`src/rtl/core_result_sink.sv`:
```
// Result sink for the hashing core: buffers block-found events in a FWFT FIFO,
// rolls the header version on nonce exhaustion and runs a stale-work watchdog.
module core_result_sink #(
  parameter int unsigned DEPTH       = 4,
  parameter int unsigned STALE_LIMIT = 600
) (
  input  logic                       sec_tick_clk,
  input  logic                       rst,
  input  logic [2:0]                 blk_fnd,
  input  logic [31:0]                crnt_nonce,
  input  logic [31:0]                cr_tme,
  input  logic                       inc_vrn_flg,
  input  logic [31:0]                version_in,
  input  logic                       work_ld,
  input  logic                       rd_rdy,
  output logic                       rd_vld,
  output logic [1:0]                 rd_core,
  output logic [31:0]                rd_nonce,
  output logic [31:0]                rd_time,
  output logic [31:0]                rd_version,
  output logic [$clog2(DEPTH):0]     fifo_cnt,
  output logic                       ovf,
  output logic [31:0]                version_out,
  output logic                       roll_req,
  output logic                       stale
);

  localparam int unsigned AW = $clog2(DEPTH);
  localparam int unsigned CW = AW + 1;
  localparam int unsigned SW = $clog2(STALE_LIMIT + 1);

  typedef enum logic [1:0] {
    S_IDLE    = 2'd0,
    S_ROLL    = 2'd1,
    S_WAIT_LD = 2'd2
  } state_t;

  typedef struct packed {
    logic [1:0]  core;
    logic [31:0] nonce;
    logic [31:0] tme;
    logic [31:0] version;
  } entry_t;

  entry_t        mem [DEPTH];
  entry_t        head;
  logic [AW-1:0] wr_ptr;
  logic [AW-1:0] rd_ptr;
  logic [CW-1:0] count;
  logic [1:0]    fnd_prev;
  logic          vrn_prev;
  logic          push;
  logic          roll;
  logic          pop;
  logic          full;
  logic          wr_en;
  state_t        state;
  state_t        state_nxt;
  logic [SW-1:0] stale_cnt;
  logic          unused_fnd_bit;

  assign unused_fnd_bit = blk_fnd[2];

  // Edge detection on the core's level-style flags.
  always_ff @(posedge sec_tick_clk or posedge rst) begin
    if (rst) begin
      fnd_prev <= 2'd0;
      vrn_prev <= 1'b0;
    end else begin
      // NOTE: clocked state uses non-blocking assignments so every register samples pre-edge values.
      fnd_prev <= blk_fnd[1:0];
      vrn_prev <= inc_vrn_flg;
    end
  end

  assign push  = (blk_fnd[1:0] != 2'd0) && (blk_fnd[1:0] != fnd_prev);
  assign roll  = inc_vrn_flg && !vrn_prev;
  assign rd_vld = (count != '0);
  assign pop   = rd_vld && rd_rdy;
  assign full  = (count == CW'(DEPTH));
  // A simultaneous pop frees the slot, so a push into a full FIFO still lands.
  assign wr_en = push && (!full || pop);

  // NOTE: storage has no reset; the head is masked by rd_vld so stale contents never reach the port.
  always_ff @(posedge sec_tick_clk) begin
    if (wr_en) begin
      mem[wr_ptr] <= '{core: blk_fnd[1:0], nonce: crnt_nonce, tme: cr_tme, version: version_out};
    end
  end

  always_ff @(posedge sec_tick_clk or posedge rst) begin
    if (rst) begin
      wr_ptr <= '0;
      rd_ptr <= '0;
      count  <= '0;
      ovf    <= 1'b0;
    end else begin
      if (wr_en) wr_ptr <= wr_ptr + AW'(1);
      if (pop)   rd_ptr <= rd_ptr + AW'(1);
      case ({wr_en, pop})
        2'b10:   count <= count + CW'(1);
        2'b01:   count <= count - CW'(1);
        default: count <= count;
      endcase
      if (push && full && !pop) ovf <= 1'b1;
    end
  end

  // NOTE: every combinational output gets a default first, so no path can infer a latch.
  always_comb begin
    head = '0;
    if (rd_vld) head = mem[rd_ptr];
  end

  assign rd_core    = head.core;
  assign rd_nonce   = head.nonce;
  assign rd_time    = head.tme;
  assign rd_version = head.version;
  assign fifo_cnt   = count;

  always_ff @(posedge sec_tick_clk or posedge rst) begin
    if (rst) state <= S_IDLE;
    else     state <= state_nxt;
  end

  // A work load always returns to IDLE unless a fresh roll arrives in IDLE the same cycle.
  always_comb begin
    state_nxt = state;
    case (state)
      S_IDLE:    if (roll) state_nxt = S_ROLL;
      S_ROLL:    state_nxt = S_WAIT_LD;
      S_WAIT_LD: state_nxt = S_WAIT_LD;
      default:   state_nxt = S_IDLE;
    endcase
    if (work_ld) state_nxt = (state == S_IDLE && roll) ? S_ROLL : S_IDLE;
  end

  always_comb begin
    roll_req = 1'b0;
    if (state == S_WAIT_LD) roll_req = 1'b1;
  end

  always_ff @(posedge sec_tick_clk or posedge rst) begin
    if (rst)                  version_out <= 32'd0;
    else if (work_ld)         version_out <= version_in;
    else if (state == S_ROLL) version_out <= version_out + 32'd1;
  end

  always_ff @(posedge sec_tick_clk or posedge rst) begin
    if (rst)                                  stale_cnt <= '0;
    else if (work_ld)                         stale_cnt <= '0;
    else if (stale_cnt != SW'(STALE_LIMIT))   stale_cnt <= stale_cnt + SW'(1);
  end

  assign stale = (stale_cnt == SW'(STALE_LIMIT));

endmodule

```
`config.mk`:
```
export PLATFORM = sky130hd
export DESIGN_NAME = core_result_sink
export DESIGN_NICKNAME = d
export VERILOG_FILES = /design/src/rtl/core_result_sink.sv
export SDC_FILE = /design/constraint.sdc
export NUM_CORES = 1
export LEC_CHECK = 0
export BUFFER_PORTS_ARGS = -buffer_cell sky130_fd_sc_hd__buf_4
export CORE_MARGIN = 3
export CORE_UTILIZATION = 62
export DETAILED_ROUTE_END_ITERATION = 16
export PLACE_DENSITY = 0.85
export SETUP_SLACK_MARGIN = 0.05
export SLEW_MARGIN = 20
export SYNTH_ARGS = -nofsm -noshare
export SYNTH_HDL_FRONTEND = slang
export SYNTH_SLANG_ARGS = --single-unit
```
`constraint.sdc`:
```
create_clock -name sec_tick_clk -period 6.15 [get_ports sec_tick_clk]
set_input_delay 0.9225 -clock sec_tick_clk [delete_from_list [all_inputs] [get_ports sec_tick_clk]]
set_output_delay 0.9225 -clock sec_tick_clk [all_outputs]
set_load 0.01 [all_outputs]
```
=== Yosys cells after proc, flatten, opt, wreduce, memory -nomap -nowiden ===
Memories as Yosys holds them, arrays and structs flattened.
Cells that the tools add are included.

* $add $sub $neg: 6
* Eq/ne operators: 9
* Muxes and demuxes: 13
* Reductions and logical operators: 18

{| class="wikitable"
|+ Operator list
! cell !! count
|-
| two-way mux 98 bit || 1
|-
| two-way mux 32 bit || 2
|-
| adder 32 x 1 -> 32 bit (second input constant) || 1
|-
| two-way mux 10 bit || 2
|-
| adder 10 x 1 -> 10 bit (second input constant) || 1
|-
| == test 10 bit (second input constant) || 1
|-
| inequality test 10 bit (second input constant) || 1
|-
| nonzero test 2 bit || 4
|-
| logical AND 1 bit || 7
|-
| one-hot mux 3 bit (2 select lines) || 1
|-
| adder 2 x 1 -> 2 bit (second input constant) || 2
|-
| == test 2 x 1 -> 1 bit (second input constant) || 2
|-
| == test 2 bit (second input constant) || 2
|-
| two-way mux 1 bit || 4
|-
| two-way mux 2 bit || 2
|-
| one-hot mux 2 bit (2 select lines) || 1
|-
| adder 3 x 1 -> 3 bit (second input constant) || 1
|-
| == test 3 bit (second input constant) || 1
|-
| zero test 1 bit || 3
|-
| inequality test 3 bit (second input constant) || 1
|-
| nonzero test 3 bit || 1
|-
| subtractor 3 x 1 -> 3 bit (second input constant) || 1
|-
| zero test 2 bit || 1
|-
| inequality test 2 bit || 1
|-
| 2 further kinds || 2
|}

* Bits in registers: 55
* Bits in writable memories: 392
* Output and inout port bits: 137
* Memories kept: 1

{| class="wikitable"
|+ Memory list
! name !! depth !! width !! read ports !! clocked after memory_dff !! wr ports !! RTL line !! source
|-
| mem || 4 || 98 || 1 || 0 || 1 || 45 || <nowiki>entry_t mem [DEPTH];</nowiki>
|}

=== Longest topological paths before layout ===
Gate-level depths: netlist of the first run.

* Depth after elaboration: 6
* Depth in mapped cells: 9

=== Worst setup path before layout of the first run ===
Ideal clock, no wire load.

* Path type: in2reg
* From: in blk_fnd[0]
* To: mem mem[0][0] (netlist bit) (enable)
* Arrival time: 3,912 ps
* Data required time: 5,682 ps
* Setup slack: 1,770 ps
* Stages: 5
* Path buffers: 0
* Path through: nor2b_1 o21a_1 nor2_2 nor2_1 and2_1

* Word-level cells in the longest chain between the ends: 5
* Elaborated cells between the ends (all ways): 6
* Those cells by class: eq/ne (1); mux (2); reduce/logical (3)

{| class="wikitable"
|+ RTL lines
! what !! RTL line !! source
|-
| start, declared || 9 || <nowiki>input logic [2:0] blk_fnd,</nowiki>
|-
| inequality test 2 bit / nonzero test 2 bit (equally long branches) || 76 || <nowiki>assign push = (blk_fnd[1:0] != 2'd0) && (blk_fnd[1:0] != fnd_prev);</nowiki>
|-
| logical AND 1 bit (*) || 76 ||
|-
| logical AND 1 bit (*) || 82 || <nowiki>assign wr_en = push && (!full || pop);</nowiki>
|-
| two-way mux 1 bit (*) || 86 || <nowiki>if (wr_en) begin</nowiki>
|-
| two-way mux 1 bit (implied by the code) (*) || 87 || <nowiki>mem[wr_ptr] <= '{core: blk_fnd[1:0], nonce: crnt_nonce, tme: cr_tme, version: version_out};</nowiki>
|-
| end, declared || 45 ||
|}

Mark *: on every way between the ends. The rest lies on a longest branch, timed or not.

=== Worst setup path in the final report of the first run ===
* From: reg rd_ptr[0]
* To: out rd_time[23]

* Word-level cells in the longest chain between the ends: 2

{| class="wikitable"
|+ RTL lines
! what !! RTL line !! source
|-
| start, declared || 48 || <nowiki>logic [AW-1:0] rd_ptr;</nowiki>
|-
| start signal, assigned || 99 || <nowiki>if (pop) rd_ptr <= rd_ptr + AW'(1);</nowiki>
|-
| memory read (4 x 98 bit) || -- ||
|-
| two-way mux 98 bit || 112 || <nowiki>if (rd_vld) head = mem[rd_ptr];</nowiki>
|-
| end, declared || 19 || <nowiki>output logic [31:0] rd_time,</nowiki>
|}

Every way passes these cells.

==> results.toml, run 1 <==
[grt]
grt_pass1_wl_mm = 58.3
grt_pass1_vias = 10200
antenna_found_initial = 0
grt_overflow = 0
grt_max_degree = 104
grtUsageTotal_pct = 24.5

[worst_setup_path]
cp-end-kind = "output pin"
rr_worst_depth = 6
crit_path_start_kind = "register"
worstPathMaxFanout = 54
r2r-end = "mem[2][37]$_DFFE_PP_"
worstPathArrival_ns = 3.05
r2r-start = "fnd_prev[0]$_DFF_PP0_"
regToRegSetupSlack_ns = 3.26
cp.required_ns = 5.23
critPathKind = "register to output pin"

[min_path]
hp-start = "ovf$_DFFE_PP0P_"
whs_path_depth = 1
hold_path.class = "register to register"
whs_endpoint = "ovf$_DFFE_PP0P_"

[timing]
worstMarginPinSlew_ns = 1.06
grt_setup_unrepaired = "false"
layout_min_cycle_time_ns = 3.97
setup_tns_ns = 0
fin_crit_sh_pct = 64.5
max_clock_freq_ghz = 0.252
drv_slew = 0
finalClockSkew_ns = 0.0135
hold_violations = 0
final-setup-viol-count = 0
slew_headroom_pct = 29.4

[clock_tree]
clk_pin_slew_worst_paths_ns = 0.06
post_cts_buffers = 0
cts_root_buf = "clkbuf_16"
cts_made_buffers = 45
clock-sinks = 447
cts_tree = "built"
cts_hold_buf = 0
cts_max_path_buffers = 3
htree_levels = 2
cts_resized = 0
clock_latency_ns = 0.54

[route]
vias = 9664
first_pass_iters = 5
wl_per_cell_um = 22.9
ant_nets = 0
wirelength_mm = 37.1
route.detailed.drc = 0
vias_per_cell = 5.97
first_iter_violations = 917

[logic_synthesis]
synth_top_family_by_area = "multiplexers"
syn_avg_cell_area_um2 = 18.8
synthFlopType = "edfxtp_1"
synth_edf_count = 392
synthDistinctLibCells = 46
synth_compound_area_share_pct = 1.65
synthAdderAreaFrac_pct = 0.813
async_flop_share_pct = 12.3
syn_inst = 952
yosysSeqAreaShare_pct = 73.6
synth_mux_area_share_pct = 12.8
syn_area_um2 = 17900
synth_xor_area_share_pct = 1.91
synth_fp_nets = 1067
yosysWarningCount = 0
ys_seq_elements = 447
synthSimpleGateAreaFrac_pct = 7.79

[pwr]
leakagePower_uw = 0.00771
peakVddDrop_uv = 263
pwr_density_cell_nw_per_um2 = 481

[finish]
n_antenna_cell = 0
fillCellCount = 1588
nets = 1321
layout-area-overhead-vs-synth_pct = 20.4
drive_gt1_share_pct = 35.2
fin_util_pct = 76.5

[die]
die_area_um2 = 30900
core-area_um2 = 28100
die_width_um = 176
start_util_pct = 63.6
die_h_um = 176
ios = 241
num_rows = 61

[placed_design]
io_buffer_count = 239
place_hpwl_mm = 22.2
gp_congestion = 0.809

[run]
cap_viol_max_count = 0

[status]
outcome = "finished clean"
## report_power, final
part	total, uW	switching, uW	internal (uW)
Combinational	3340	1580	1760
Sequential	4390	408	3990
Clock	2600	1070	1520
## critical path: stages, from the launching register on
cell and delay (ns):
dfrtp_4 1.07, buf_12 0.42, mux4_2 0.58, and2_1 0.19
buf_4 0.15
## cells by family after synthesis
group | count (synthesis)
flops | 447
simple gates | 238
mux | 106
buf+inv | 59
compound gates | 52
xor+xnor | 39
fa+ha+maj | 11
## placed cells by master (no fill, tap or decap), types with 9 or more instances in the layout
| cell | synthesis | layout |
|---|---|---|
| edfxtp_1 | 392 | 392 |
| buf_4 | 0 | 249 |
| and2_1 | 104 | 100 |
| mux4_2 | 98 | 98 |
| dfrtp_1 | 55 | 53 |
| nand2_1 | 47 | 47 |
| clkbuf_16 | 0 | 47 |
| xor2_1 | 30 | 30 |
| o21ai_0 | 30 | 30 |
| nand3_1 | 18 | 18 |
| nor2_1 | 16 | 16 |
| clkbuf_1 | 28 | 15 |
| nand4_1 | 14 | 14 |
| inv_1 | 15 | 14 |
| ha_1 | 10 | 10 |
| xnor2_1 | 9 | 9 |
## stage by stage
stage	cell area (um^2)	power, uW	hold slack, ns	worst slack [ns]	std cells
6_report	21500	10300	0.504	2.18	1619
4_1_cts	21500	10400	0.492	2.08	1618
3_5_place_dp	20100	7790	0.490	2.57	1536
5_1_grt	21500	10800	0.498	1.93	1619
2_1_floorplan	17900	6310	0.497	1.77	952
3_3_place_gp	20100	7680	0.468	2.59	1536
## worst max path at each step
| stage | endpoint | startpoint |
|---|---|---|
| global placement | mem[1][8]$_DFFE_PP_ | blk_fnd[1] |
| finish | rd_time[23] | rd_ptr[0]$_DFFE_PP0P_ |
| detailed placement | mem[3][33]$_DFFE_PP_ | blk_fnd[0] |
| global route | rd_nonce[21] | rd_ptr[0]$_DFFE_PP0P_ |
| floorplan | mem[0][0]$_DFFE_PP_ | blk_fnd[0] |
| CTS | rd_time[23] | rd_ptr[0]$_DFFE_PP0P_ |
## cell usage after synthesis (2+ instances only)
| library cell | instances | area, um^2 |
|---|---|---|
| edfxtp_1 | 392 | 11800 |
| and2_1 | 104 | 651 |
| mux4_2 | 98 | 2210 |
| dfrtp_1 | 55 | 1380 |
| nand2_1 | 47 | 176 |
| o21ai_0 | 30 | 150 |
| xor2_1 | 30 | 263 |
| clkbuf_1 | 28 | 105 |
| nand3_1 | 18 | 90.1 |
| nor2_1 | 16 | 60.1 |
| buf_2 | 15 | 75.1 |
| inv_1 | 15 | 56.3 |
| nand4_1 | 14 | 87.6 |
| ha_1 | 10 | 125 |
| xnor2_1 | 9 | 78.8 |
| a21oi_1 | 7 | 35.0 |
| nor3_1 | 6 | 30.0 |
| o21ai_1 | 5 | 25.0 |
| or3_1 | 5 | 31.3 |
| and3_1 | 4 | 25.0 |
| mux2_2 | 4 | 45.0 |
| mux2i_1 | 4 | 40.0 |
| and4_1 | 3 | 26.3 |
| and3_2 | 2 | 15.0 |
| nand2b_1 | 2 | 12.5 |
| nand4_4 | 2 | 42.5 |
| nor2_2 | 2 | 12.5 |
| nor2b_1 | 2 | 12.5 |
| nor3_4 | 2 | 32.5 |
| nor3b_1 | 2 | 15.0 |
| nor4_1 | 2 | 12.5 |
| o21a_1 | 2 | 15.0 |
| o21ai_2 | 2 | 17.5 |
## registers in the layout (all words and copies together), names as in the netlist
name	count
fifo_cnt	3
fnd_prev	2
mem	392
ovf	1
rd_ptr	2
stale_cnt	10
state	2
version_out	32
vrn_prev	1
wr_ptr	2
## layout make-up
cell class,count,area (um^2),share of cell area [%]
Clock buffer,65,1270,5.93
Multi-Input combinational cell,446,4480,20.8
Clock inverter,17,141,0.658
Inverter,15,56.3,0.262
Timing Repair Buffer,251,1910,8.89
Sequential cell,447,13200,61.2
Tap cell,378,473,2.20
## per-layer routing
| layer | global-route usage (%) | routed length [um] | up-vias |
|---|---|---|---|
| met5 | 0 | 0 | - |
| li1 | - | - | 4216 |
| met4 | 6.73 | 874 | 0 |
| met2 | 39.8 | 18500 | 496 |
| met3 | 6.31 | 3480 | 78 |
| met1 | 33.9 | 14300 | 4874 |
Note: power is estimated with default switching activity, not from simulation.
==> run 2, diff against run 1 <==
--- a/config.mk
+++ b/config.mk
@@ -7,9 +7,9 @@
 export LEC_CHECK = 0
 export BUFFER_PORTS_ARGS = -buffer_cell sky130_fd_sc_hd__buf_4
 export CORE_MARGIN = 3
-export CORE_UTILIZATION = 62
+export CORE_UTILIZATION = 52
 export DETAILED_ROUTE_END_ITERATION = 16
-export PLACE_DENSITY = 0.85
+export PLACE_DENSITY = 0.76
 export SETUP_SLACK_MARGIN = 0.05
 export SLEW_MARGIN = 20
 export SYNTH_ARGS = -nofsm -noshare
==> constraint.sdc (replaced) <==
create_clock -name sec_tick_clk -period 3.45 [get_ports sec_tick_clk]
set_input_delay 0.5175 -clock sec_tick_clk [delete_from_list [all_inputs] [get_ports sec_tick_clk]]
set_output_delay 0.5175 -clock sec_tick_clk [all_outputs]
set_load 0.01 [all_outputs]
==> run 2 against run 1 <==
Effect of this change: clock-buffer cell count shrank 7; die area grew 19%; highest routed layer is now met5; combinational power grew 89%; final area grew 1.8%; worst setup slack lost 1.9 ns; total power grew 82%; critical path depth is the same; wire length shrank 1.1%; clock power grew 87%; global-route usage shrank 4.3 points.
==> results.toml, run 2 (synthesis gave the netlist of run 1 again) <==
[min_path]
hold_path.class = "input port to register"
hp-start = "inc_vrn_flg"
whs_path_depth = 1
whs_endpoint = "vrn_prev$_DFF_PP0_"

[die]
num_rows = 67
ios = 241
die_h_um = 191
start_util_pct = 53.0
die_width_um = 191
die_area_um2 = 36600
core-area_um2 = 33700

[timing]
grt_setup_unrepaired = "false"
fin_crit_sh_pct = 91.4
drv_slew = 0
hold_violations = 0
final-setup-viol-count = 0
finalClockSkew_ns = 0.0108
setup_tns_ns = 0
max_clock_freq_ghz = 0.317
worst_slack_ns = 0.297
whs_ns = 0.0913
layout_min_cycle_time_ns = 3.15
slew_headroom_pct = 57.1
worstMarginPinSlew_ns = 0.643

[finish]
final_cell_mix = "edfxtp_1, buf_4, and2_1"
regArea_um2 = 13200
mostFrequentLayoutCell = "edfxtp_1"
layout-area-overhead-vs-synth_pct = 22.5
multi_input_area_um2 = 4480
largest_register = "mem"
fin_cells = 1699
n_antenna_cell = 0
reg_top3 = "mem x392, version_out x32, stale_cnt x10"
drive_gt1_share_pct = 35.9
fillCellCount = 2365
nets = 1331
largest_register_ff_count = 392

[placed_design]
gp_congestion = 0.761
place_hpwl_mm = 22.6
io_buffer_count = 239
dp.cells = 1615
place_ws_ns = 0.705

[worst_setup_path]
rr_worst_depth = 5
crit_path_start_kind = "register"
cp.required_ns = 2.93
path_common_cell = "buf_4"
crit_slowest_cell = "dfrtp_4"
worstPathMaxFanout = 25
cp-end-kind = "output pin"
regToRegSetupSlack_ns = 0.98
critPathTopFamily = "flip-flops"
timing.critical_path.buf_inv = 2
critPathKind = "register to output pin"
worstPathArrival_ns = 2.64
r2r-start = "fifo_cnt[2]$_DFFE_PP0P_"
crit_chain = "buf_4 > mux4_2 > and2_1 > buf_4"
critPathMaxStageDelay_ns = 0.81
r2r-end = "fifo_cnt[2]$_DFFE_PP0P_"

[pwr]
pwr_density_cell_nw_per_um2 = 860
peakVddDrop_uv = 460
leakagePower_uw = 0.00785

[route]
ant_nets = 0
vias_per_cell = 5.58
vias = 9481
first_pass_iters = 6
wirelength_mm = 36.7
wl_per_cell_um = 21.6
first_iter_violations = 648
route.detailed.drc = 0

[clock_tree]
cts_made_buffers = 46
cts_hold_buf = 1
cts_max_path_buffers = 3
htree_levels = 2
cts_resized = 0
clock_latency_ns = 0.54
clock-sinks = 447
cts_tree = "built"
post_cts_buffers = 0
cts_root_buf = "clkbuf_16"
clk_pin_slew_worst_paths_ns = 0.06

[run]
cap_viol_max_count = 0

[grt]
grt_pass1_vias = 9958
antenna_found_initial = 2
grt_pass1_wl_mm = 56.5
grtUsageTotal_pct = 20.3
grt_max_degree = 74
grt_overflow = 0

[status]
outcome = "finished clean"
-- run 2: changes by cell type in the layout (fill, tap and decap cells not counted) --
cell,previous run,this run
buf_12,2,13
clkbuf_1,15,6
clkinv_1,5,11
buf_4,249,246
clkinv_2,6,9
bufinv_16,2,4
clkbuf_16,47,49
clkinvlp_4,2,0
clkinv_4,1,0
dlygate4sd3_1,0,1
inv_6,1,0
inv_8,0,1
-- run 2: routing by layer --
metal / wire, um / GRT usage (%)
met1: 14800 / 27.1
met2: 18300 / 34.0
met3: 2840 / 4.62
met4: 800 / 5.56
met5: 22 / 0
-- run 2: worst max-delay path by stage --
stage                               start                   end  slack [ns]  cells after the start
CTS                 rd_ptr[0]$_DFFE_PP0P_          rd_nonce[20]        0.23                      4
global placement               blk_fnd[0]  mem[0][26]$_DFFE_PP_        0.73                      7
floorplan                      blk_fnd[0]   mem[0][0]$_DFFE_PP_        0.55                      5
finish              rd_ptr[0]$_DFFE_PP0P_          rd_nonce[20]        0.30                      4
global route        rd_ptr[0]$_DFFE_PP0P_          rd_nonce[20]        0.17                      4
detailed placement             blk_fnd[1]  mem[0][25]$_DFFE_PP_        0.71                      7
-- run 2: cell type report --
| class | count | area share, % |
|---|---|---|
| clock buffer | 58 | 5.90 |
| clock inverter | 25 | 0.995 |
| multi-input combinational | 446 | 20.5 |
| timing repair buffer | 260 | 9.68 |
| inverter | 15 | 0.257 |
| sequential | 447 | 60.1 |
| tap | 448 | 2.56 |
-- run 2: stage by stage --
step | area, um^2 | power [uW] | util, %
finish | 21900 | 18800 | 64.9
global route | 21900 | 19800 | 64.9
CTS | 21900 | 19100 | 64.9
detailed placement | 20400 | 14200 | 60.4
global placement | 20400 | 14000 | 60.4
floorplan | 17900 | 11200 | -
-- run 2: power by group --
part           internal [uW]  leakage (uW)  switching (uW)
clock                   2930      0.000748            1930
sequential              7100       0.00428             532
combinational           3290       0.00282            3020
==> run 3, diff against run 2 <==
--- a/config.mk
+++ b/config.mk
@@ -5,11 +5,11 @@
 export SDC_FILE = /design/constraint.sdc
 export NUM_CORES = 1
 export LEC_CHECK = 0
+export ABC_CLOCK_PERIOD_IN_PS = 3450
 export BUFFER_PORTS_ARGS = -buffer_cell sky130_fd_sc_hd__buf_4
 export CORE_MARGIN = 3
-export CORE_UTILIZATION = 52
+export CORE_UTILIZATION = 40
 export DETAILED_ROUTE_END_ITERATION = 16
-export PLACE_DENSITY = 0.76
 export SETUP_SLACK_MARGIN = 0.05
 export SLEW_MARGIN = 20
 export SYNTH_ARGS = -nofsm -noshare
==> run 3 against run 2 <==
Effect of this change: sequential share of layout area is 0.21 points lower; cell count increased by 8.2%; total power down 1.1%; maximum frequency rose by 4.5%; sequential power down 1%; largest power group unchanged; flip-flop and latch count unchanged; via count shrank 0.73%; utilization fell by 15 points; critical path type unchanged; combinational power is 1% higher.
==> results.toml, run 3 (synthesis gave the netlist of run 1 again) <==
[clock_tree]
clock_latency_ns = 0.57
post_cts_buffers = 0
clk_pin_slew_worst_paths_ns = 0.06
cts_made_buffers = 47
htree_levels = 2
cts_max_path_buffers = 3
cts_resized = 0
cts_tree = "built"
cts_root_buf = "clkbuf_16"
cts_hold_buf = 1
clock-sinks = 447

[grt]
grt_pass1_vias = 9949
grtUsageTotal_pct = 16.3
grt_overflow = 0
grt_pass1_wl_mm = 59.1
grt_max_degree = 77
antenna_found_initial = 0

[worst_setup_path]
cp-end-kind = "output pin"
crit_path_start_kind = "register"
worstPathMaxFanout = 53
cp.required_ns = 2.93
worstPathArrival_ns = 2.50
critPathKind = "register to output pin"

[die]
num_rows = 76
start_util_pct = 41.0
core-area_um2 = 43600
die_area_um2 = 47200
die_h_um = 217
die_width_um = 217
ios = 241

[route]
first_pass_iters = 5
vias = 9412
wirelength_mm = 38.1
route.detailed.drc = 0
met1_length_mm = 16.8
ant_nets = 0
top_layer = "met4"
wl_met3_mm = 2.34
wl_met2_mm = 18.1
wl_per_cell_um = 20.7
first_iter_violations = 566
vias_per_cell = 5.12

[timing]
final-setup-viol-count = 0
grt_setup_unrepaired = "false"
worst_slack_ns = 0.432
fin_crit_sh_pct = 87.5
slew_headroom_pct = 53.8
drv_slew = 0
finalClockSkew_ns = 0.0202
hold_violations = 0
worstMarginPinSlew_ns = 0.692
setup_tns_ns = 0
max_clock_freq_ghz = 0.331
whs_ns = 0.0741
layout_min_cycle_time_ns = 3.02

[finish]
n_antenna_cell = 0
fin_cells = 1838
largest_register_ff_count = 392
drive_gt1_share_pct = 35.4
final_cell_mix = "edfxtp_1, buf_4, and2_1"
reg_top3 = "mem x392, version_out x32, stale_cnt x10"
mostFrequentLayoutCell = "edfxtp_1"
layout-area-overhead-vs-synth_pct = 23.0
largest_register = "mem"
regArea_um2 = 13200
fillCellCount = 3710
nets = 1331
multi_input_area_um2 = 4480

[min_path]
hold_path.class = "input port to register"

[status]
outcome = "finished clean"

[placed_design]
io_buffer_count = 239
dp.cells = 1751
place_hpwl_mm = 23.2
place_ws_ns = 0.656
gp_congestion = 0.741

[pwr]
leakagePower_uw = 0.00779
pwr_density_cell_nw_per_um2 = 847
peakVddDrop_uv = 401

[run]
cap_viol_max_count = 0
[run 3: cell count changes in the layout (fill, tap and decap cells not counted), sizes merged]
| cell | previous run | this run |
|---|---|---|
| clkbuf | 58 | 63 |
| bufinv | 4 | 2 |
| buf | 259 | 258 |
| clkinv | 20 | 19 |
| clkinvlp | 0 | 1 |
[run 3: stage by stage]
step	util [%]	total power, uW	instance area, um^2
2_1_floorplan	-	11200	17900
3_3_place_gp	47.1	14200	20500
3_5_place_dp	47.1	14200	20500
4_1_cts	50.4	19000	22000
5_1_grt	50.4	19600	22000
6_report	50.4	18600	22000
[run 3: critical path: stages (launching register included)]
cell and delay [ns]:
dfrtp_4 0.56, buf_12 0.42, mux4_2 0.55, and2_1 0.21, buf_4 0.15
[run 3: report_power, final]
| group | internal, uW | leakage [uW] | switching (uW) |
|---|---|---|---|
| combinational | 3270 | 0.00282 | 3120 |
| sequential | 7100 | 0.00428 | 440 |
| clock | 2700 | 0.000694 | 1980 |
| total | 13100 | 0.00779 | 5540 |
[run 3: final timing paths]
check / from / endpoint / slack, ns / cells past startpoint
max: rd_ptr[0]$_DFFE_PP0P_ / rd_nonce[6] / 0.43 / 4
min: inc_vrn_flg / vrn_prev$_DFF_PP0_ / 0.07 / 1
max reg2reg: fnd_prev[0]$_DFF_PP0_ / mem[2][24]$_DFFE_PP_ / 1.01 / 6
min reg2reg: ovf$_DFFE_PP0P_ / ovf$_DFFE_PP0P_ / 0.48 / 1
max in group asynchronous: rst / stale_cnt[1]$_DFFE_PP0P_ / 2.07 / 4
min in group asynchronous: rst / version_out[15]$_DFFE_PP0P_ / 0.50 / 3
[run 3: per-layer routing]
metal	global-route usage, %	up-vias
li1	-	4250
met5	0	-
met2	25.9	270
met3	3.60	57
met4	5.09	0
met1	22.7	4835
[run 3: cell type report]
| cell class | count | area share, % |
|---|---|---|
| clock inverter | 23 | 0.741 |
| tap | 585 | 3.33 |
| multi-input combinational | 446 | 20.4 |
| sequential | 447 | 59.9 |
| timing repair buffer | 259 | 9.61 |
| clock buffer | 63 | 5.72 |
| inverter | 15 | 0.256 |
